<file path="src/rtl/alu_req_arbiter.sv">
// alu_req_arbiter: shares one registered 8-bit ALU between two requesters.
// Round-robin grant, one operation in flight, illegal ops and divide-by-zero
// are answered with an error response without ever reaching the ALU.
module alu_req_arbiter #(
  parameter int unsigned ALU_LAT = 1,
  parameter logic [3:0]  OP_MAX  = 4'd5,
  parameter logic [3:0]  DIV_OP  = 4'd3
) (
  input  logic        CLK,
  input  logic        Reset,
  // requester 0
  input  logic        req0_valid,
  output logic        req0_ready,
  input  logic [7:0]  req0_a,
  input  logic [7:0]  req0_b,
  input  logic [3:0]  req0_op,
  input  logic        req0_cin,
  // requester 1
  input  logic        req1_valid,
  output logic        req1_ready,
  input  logic [7:0]  req1_a,
  input  logic [7:0]  req1_b,
  input  logic [3:0]  req1_op,
  input  logic        req1_cin,
  // response channel
  output logic        rsp_valid,
  input  logic        rsp_ready,
  output logic        rsp_id,
  output logic [15:0] rsp_result,
  output logic        rsp_cout,
  output logic        rsp_zero,
  output logic        rsp_err,
  output logic        busy,
  // shared ALU
  output logic [7:0]  alu_a,
  output logic [7:0]  alu_b,
  output logic [3:0]  alu_op,
  output logic        alu_cin,
  input  logic [15:0] alu_result,
  input  logic        alu_cout,
  input  logic        alu_zflag
);

  // Counter wide enough to hold ALU_LAT; EXEC runs ALU_LAT+1 cycles by
  // loading ALU_LAT on entry and leaving when it reaches zero.
  localparam int CNT_W = (ALU_LAT < 2) ? 1 : $clog2(ALU_LAT + 1);

  typedef enum logic [1:0] {
    IDLE = 2'd0,
    EXEC = 2'd1,
    RESP = 2'd2
  } state_t;

  state_t           state_q;
  logic [CNT_W-1:0] cnt_q;
  logic             last_q;     // requester granted most recently
  logic             id_q;       // requester owning the in-flight operation

  logic [7:0]       alu_a_q;
  logic [7:0]       alu_b_q;
  logic [3:0]       alu_op_q;
  logic             alu_cin_q;

  logic             rsp_valid_q;
  logic             rsp_id_q;
  logic [15:0]      rsp_result_q;
  logic             rsp_cout_q;
  logic             rsp_zero_q;
  logic             rsp_err_q;

  logic             idle_d;
  logic             grant_d;
  logic             accept_d;
  logic             reject_d;
  logic [7:0]       sel_a_d;
  logic [7:0]       sel_b_d;
  logic [3:0]       sel_op_d;
  logic             sel_cin_d;

  assign idle_d = (state_q == IDLE);

  // Grant: a lone valid wins; on a tie the requester not granted last wins.
  // With no valid the pointer still selects one, so exactly one ready is high.
  always_comb begin
    grant_d = ~last_q;
    if (req0_valid && !req1_valid) begin
      grant_d = 1'b0;
    end else if (req1_valid && !req0_valid) begin
      grant_d = 1'b1;
    end
  end

  assign req0_ready = idle_d && !grant_d && !Reset;
  assign req1_ready = idle_d &&  grant_d && !Reset;

  assign accept_d  = (req0_valid && req0_ready) || (req1_valid && req1_ready);

  assign sel_a_d   = grant_d ? req1_a   : req0_a;
  assign sel_b_d   = grant_d ? req1_b   : req0_b;
  assign sel_op_d  = grant_d ? req1_op  : req0_op;
  assign sel_cin_d = grant_d ? req1_cin : req0_cin;

  // Ops the ALU must never see: out-of-range op codes and divide by zero.
  assign reject_d  = (sel_op_d > OP_MAX) ||
                     ((sel_op_d == DIV_OP) && (sel_b_d == 8'd0));

  // Control FSM with registered ALU drive and response outputs.
  always_ff @(posedge CLK) begin
    if (Reset) begin
      state_q      <= IDLE;
      cnt_q        <= '0;
      last_q       <= 1'b1;   // so req0 wins the first tie
      id_q         <= 1'b0;
      alu_a_q      <= 8'd0;
      alu_b_q      <= 8'd0;
      alu_op_q     <= 4'd0;
      alu_cin_q    <= 1'b0;
      rsp_valid_q  <= 1'b0;
      rsp_id_q     <= 1'b0;
      rsp_result_q <= 16'd0;
      rsp_cout_q   <= 1'b0;
      rsp_zero_q   <= 1'b0;
      rsp_err_q    <= 1'b0;
    end else begin
      case (state_q)
        IDLE: begin
          if (accept_d) begin
            last_q <= grant_d;
            id_q   <= grant_d;
            if (reject_d) begin
              // Error response is prepared now and raised on the next edge.
              state_q      <= RESP;
              rsp_id_q     <= grant_d;
              rsp_result_q <= 16'd0;
              rsp_cout_q   <= 1'b0;
              rsp_zero_q   <= 1'b0;
              rsp_err_q    <= 1'b1;
            end else begin
              state_q   <= EXEC;
              cnt_q     <= CNT_W'(ALU_LAT);
              alu_a_q   <= sel_a_d;
              alu_b_q   <= sel_b_d;
              alu_op_q  <= sel_op_d;
              alu_cin_q <= sel_cin_d;
            end
          end
        end

        EXEC: begin
          if (cnt_q == '0) begin
            // ALU outputs have settled from the operands held since entry.
            state_q      <= RESP;
            rsp_valid_q  <= 1'b1;
            rsp_id_q     <= id_q;
            rsp_result_q <= alu_result;
            rsp_cout_q   <= alu_cout;
            rsp_zero_q   <= alu_zflag;
            rsp_err_q    <= 1'b0;
            alu_a_q      <= 8'd0;
            alu_b_q      <= 8'd0;
            alu_op_q     <= 4'd0;
            alu_cin_q    <= 1'b0;
          end else begin
            cnt_q <= cnt_q - CNT_W'(1);
          end
        end

        RESP: begin
          if (!rsp_valid_q) begin
            rsp_valid_q <= 1'b1;
          end else if (rsp_ready) begin
            rsp_valid_q <= 1'b0;
            state_q     <= IDLE;
          end
        end

        default: begin
          state_q <= IDLE;
        end
      endcase
    end
  end

  assign busy       = (state_q != IDLE);

  assign alu_a      = alu_a_q;
  assign alu_b      = alu_b_q;
  assign alu_op     = alu_op_q;
  assign alu_cin    = alu_cin_q;

  assign rsp_valid  = rsp_valid_q;
  assign rsp_id     = rsp_id_q;
  assign rsp_result = rsp_result_q;
  assign rsp_cout   = rsp_cout_q;
  assign rsp_zero   = rsp_zero_q;
  assign rsp_err    = rsp_err_q;

endmodule

</file>
<file path="config.mk">
export PLATFORM = sky130hd
export DESIGN_NAME = alu_req_arbiter
export DESIGN_NICKNAME = d
export VERILOG_FILES = /design/src/rtl/alu_req_arbiter.sv
export SDC_FILE = /design/constraint.sdc
export NUM_CORES = 1
export LEC_CHECK = 0
export BUFFER_PORTS_ARGS = -buffer_cell sky130_fd_sc_hd__buf_2
export CORE_UTILIZATION = 46
export CTS_CLUSTER_SIZE = 30
export DETAILED_ROUTE_END_ITERATION = 6
export GPL_TIMING_DRIVEN = 0
export PLACE_DENSITY = 0.88
export SYNTH_ARGS = -nofsm -noshare
export SYNTH_HDL_FRONTEND = slang
export SYNTH_SLANG_ARGS = --single-unit
</file>
<file path="constraint.sdc">
create_clock -name CLK -period 2.8 [get_ports CLK]
set_input_delay 0.28 -clock CLK [delete_from_list [all_inputs] [get_ports CLK]]
set_output_delay 0.28 -clock CLK [all_outputs]
set_load 0.02 [all_outputs]
</file>
==> flow_metrics.tcl <==
set metrics [dict create \
    status "completed" \
    syn_to_final_growth_pct 33.22 \
    slowest_stage "mux2i_1" \
    arrival_ns 2.73 \
    period_minus_slack_ns 2.501 \
    coreArea_sq_um 4755 \
    yosys.area.top_type "dfxtp_1" \
    antenna_cells 0 \
    post-place-ws_ns 0.1245 \
    insertion_delay_ns 0.30 \
    cap_violations 0 \
    critPathKind "register to register" \
    grt_pass1_vias 2156 \
    synthTopCellsByCount "dfxtp_1, a21oi_1, nand2_1" \
    clock_sinks 47 \
    postCtsResizedCells 0 \
    cellLeakagePower_nw 1.393 \
    path_cells "a21oi_2 -> mux2i_1 -> nand4b_2 -> nor3_4 -> o21a_4 -> buf_12 -> o2bb2ai_2" \
    powerDensity_nw_per_um2 611.6 \
    clk_path_buf_depth 2 \
    fin_ws_ns 0.2990 \
    num_rows 25 \
    portBuffers 108 \
    grt_start_max_net_pins 15 \
    maxSlewViolCount 0 \
    cts_hold_buf 0 \
    grt_pass1_wl_mm 9.929 \
    final.setup.tns_ns 0 \
    relSlewSlack 0.5143 \
    hold_ws_ns 0.1777 \
    h-tree-depth 2 \
    path_buf_inv 1 \
    yosysUniqueCellTypes 49 \
    avgRoutedWirePerCell_um 14.78 \
    worstHoldPathType "primary input to register" \
    synth-seq-cells 47 \
    clock_skew_ns 0.01039 \
    synth_area_leaders "dfxtp_1, mux2i_1, o2bb2ai_2, a21oi_1, o21ai_0" \
    seq_area_frac_synth 0.4130 \
    die_x_um 72.38 \
    overflow 0 \
    antenna_found_initial 0 \
    vias 2316 \
    hold_viol_final 0 \
    worst_setup_path_start_kind "register" \
    critPathTopFamily "compound AO/OA/AOI/OAI gates" \
    yosysWarnings 0 \
    cts_tree "yes" \
    synth_cells 242 \
    num-fill-cells 408 \
    via_per_inst 5.449 \
    routed_wl_mm 6.282 \
    critical_path.endpoint_type "register" \
    num_io_pins 110 \
    synthArstFlopShare 0 \
    worstPathMaxFanout 10 \
    place.gp.congestion 0.7876 \
    drive_gt1_frac 0.3966 \
    ir_drop_mv 0.2673 \
    cts_made_buffers 5 \
    layout.nets 422 \
    rsz0062_at_grt "false" \
    dieArea_sq_um 5239 \
    fmax_mhz 399.8 \
    synth_top_cell_area_share 0.4130 \
    drc 0 \
    worst_pin_slew_ns 0.7286 \
    root_buffer "clkbuf_8" \
    syn_nets 307 \
    die_h_um 72.38 \
    ant_nets 0 \
    synth_area_sq_um 2278 \
    power.total_mw 1.856 \
    drt_pre_antenna_iters 5 \
    start_util 0.4792 \
    post_cts_buffers 0 \
    period_share 0.8932 \
    dp_hpwl_mm 4.672 \
    drt_iter0_drc 146 \
    cp.required_ns 3.03 \
    track_usage 0.2432 \
    syn_avg_cell_area_sq_um 9.415 \
    finalSetupViolCount 0 \
    clkSlewWorstSetupHoldPaths_ns 0.09 \
    synth_flop_cell "dfxtp_1" \
    crit_path_max_incr_delay_ns 0.54 \
    yosysMostFrequentCell "dfxtp_1" \
    synth_edf_count 0 \
]
## cells by family (layout without fill, tap and decap cells)
logic type / count (synthesis) / after routing / synth area share
compound gates: 81 / 81 / 0.2713
mux: 22 / 22 / 0.1038
flops: 47 / 47 / 0.4130
buf+inv: 20 / 136 / 0.04887
simple gates: 72 / 72 / 0.1631
## layer usage
metal / vias to the layer above / track usage / routed length (um)
met4: 0 / 0.09368 / 38
met5: - / 0 / 0
met1: 1111 / 0.2958 / 2652
met3: 6 / 0.05139 / 293
li1: 1120 / - / -
met2: 79 / 0.4195 / 3298
## sequential cells by signal (all words and copies together) (netlist names)
signal / cells
alu_a: 8
cnt_q: 1
state_q: 2
rsp_valid: 1
rsp_id: 1
rsp_zero: 1
id_q: 1
rsp_result: 16
alu_b: 8
rsp_cout: 1
rsp_err: 1
alu_cin: 1
alu_op: 4
last_q: 1
## placed cells by master (no fill, tap or decap), types with 2 or more instances in the layout
cell type / instances
a21o_1: 3
a21oi_1: 25
a31oi_1: 3
a31oi_4: 2
a32oi_1: 2
buf_1: 2
buf_2: 109
buf_6: 2
bufinv_16: 2
clkbuf_1: 10
clkbuf_8: 5
dfxtp_1: 47
inv_1: 4
mux2i_1: 20
nand2_1: 25
nand2b_1: 3
nor2_1: 15
nor3_1: 12
nor4_1: 3
o211ai_1: 2
o21ai_0: 20
o2bb2ai_1: 3
o2bb2ai_2: 11
## layout make-up
cell class	instances	area, sq um	share of cell area
Buffer	16	96.34	0.03174
Sequential cell	47	940.9	0.3100
Clock inverter	2	60.06	0.01979
Multi-Input combinational cell	175	1226	0.4040
Tap cell	67	83.83	0.02762
Timing Repair Buffer	108	540.5	0.1781
Inverter	4	15.01	0.004946
Clock buffer	6	72.57	0.02391
## through the flow
stage | instance area [sq um] | util | cells
after global placement | 2903 | 0.6105 | 417
final | 3035 | 0.6384 | 425
after CTS | 3035 | 0.6384 | 425
after global routing | 3035 | 0.6384 | 425
after floorplan | 2278 | - | 242
after detailed placement | 2903 | 0.6105 | 417
## path summary, 6_finish.rpt
path / startpoint / endpoint / slack, ns / cells after the start
max: last_q$_SDFFE_PP1P_ / alu_op[1]$_SDFFE_PP0P_ / 0.30 / 7
min: rsp_ready / rsp_valid$_SDFFE_PP0P_ / 0.18 / 2
max reg2reg: last_q$_SDFFE_PP1P_ / alu_op[1]$_SDFFE_PP0P_ / 0.30 / 7
min reg2reg: alu_op[3]$_SDFFE_PP0P_ / alu_op[3]$_SDFFE_PP0P_ / 0.47 / 1
## where the power goes
group | switching (mW) | leakage, nW | internal [mW] | total, mW
Sequential | 0.0372 | 0.382 | 0.724 | 0.761
Clock | 0.224 | 0.0654 | 0.357 | 0.580
Combinational | 0.312 | 0.945 | 0.203 | 0.515
No activity file was read; power rests on OpenSTA's default activity.
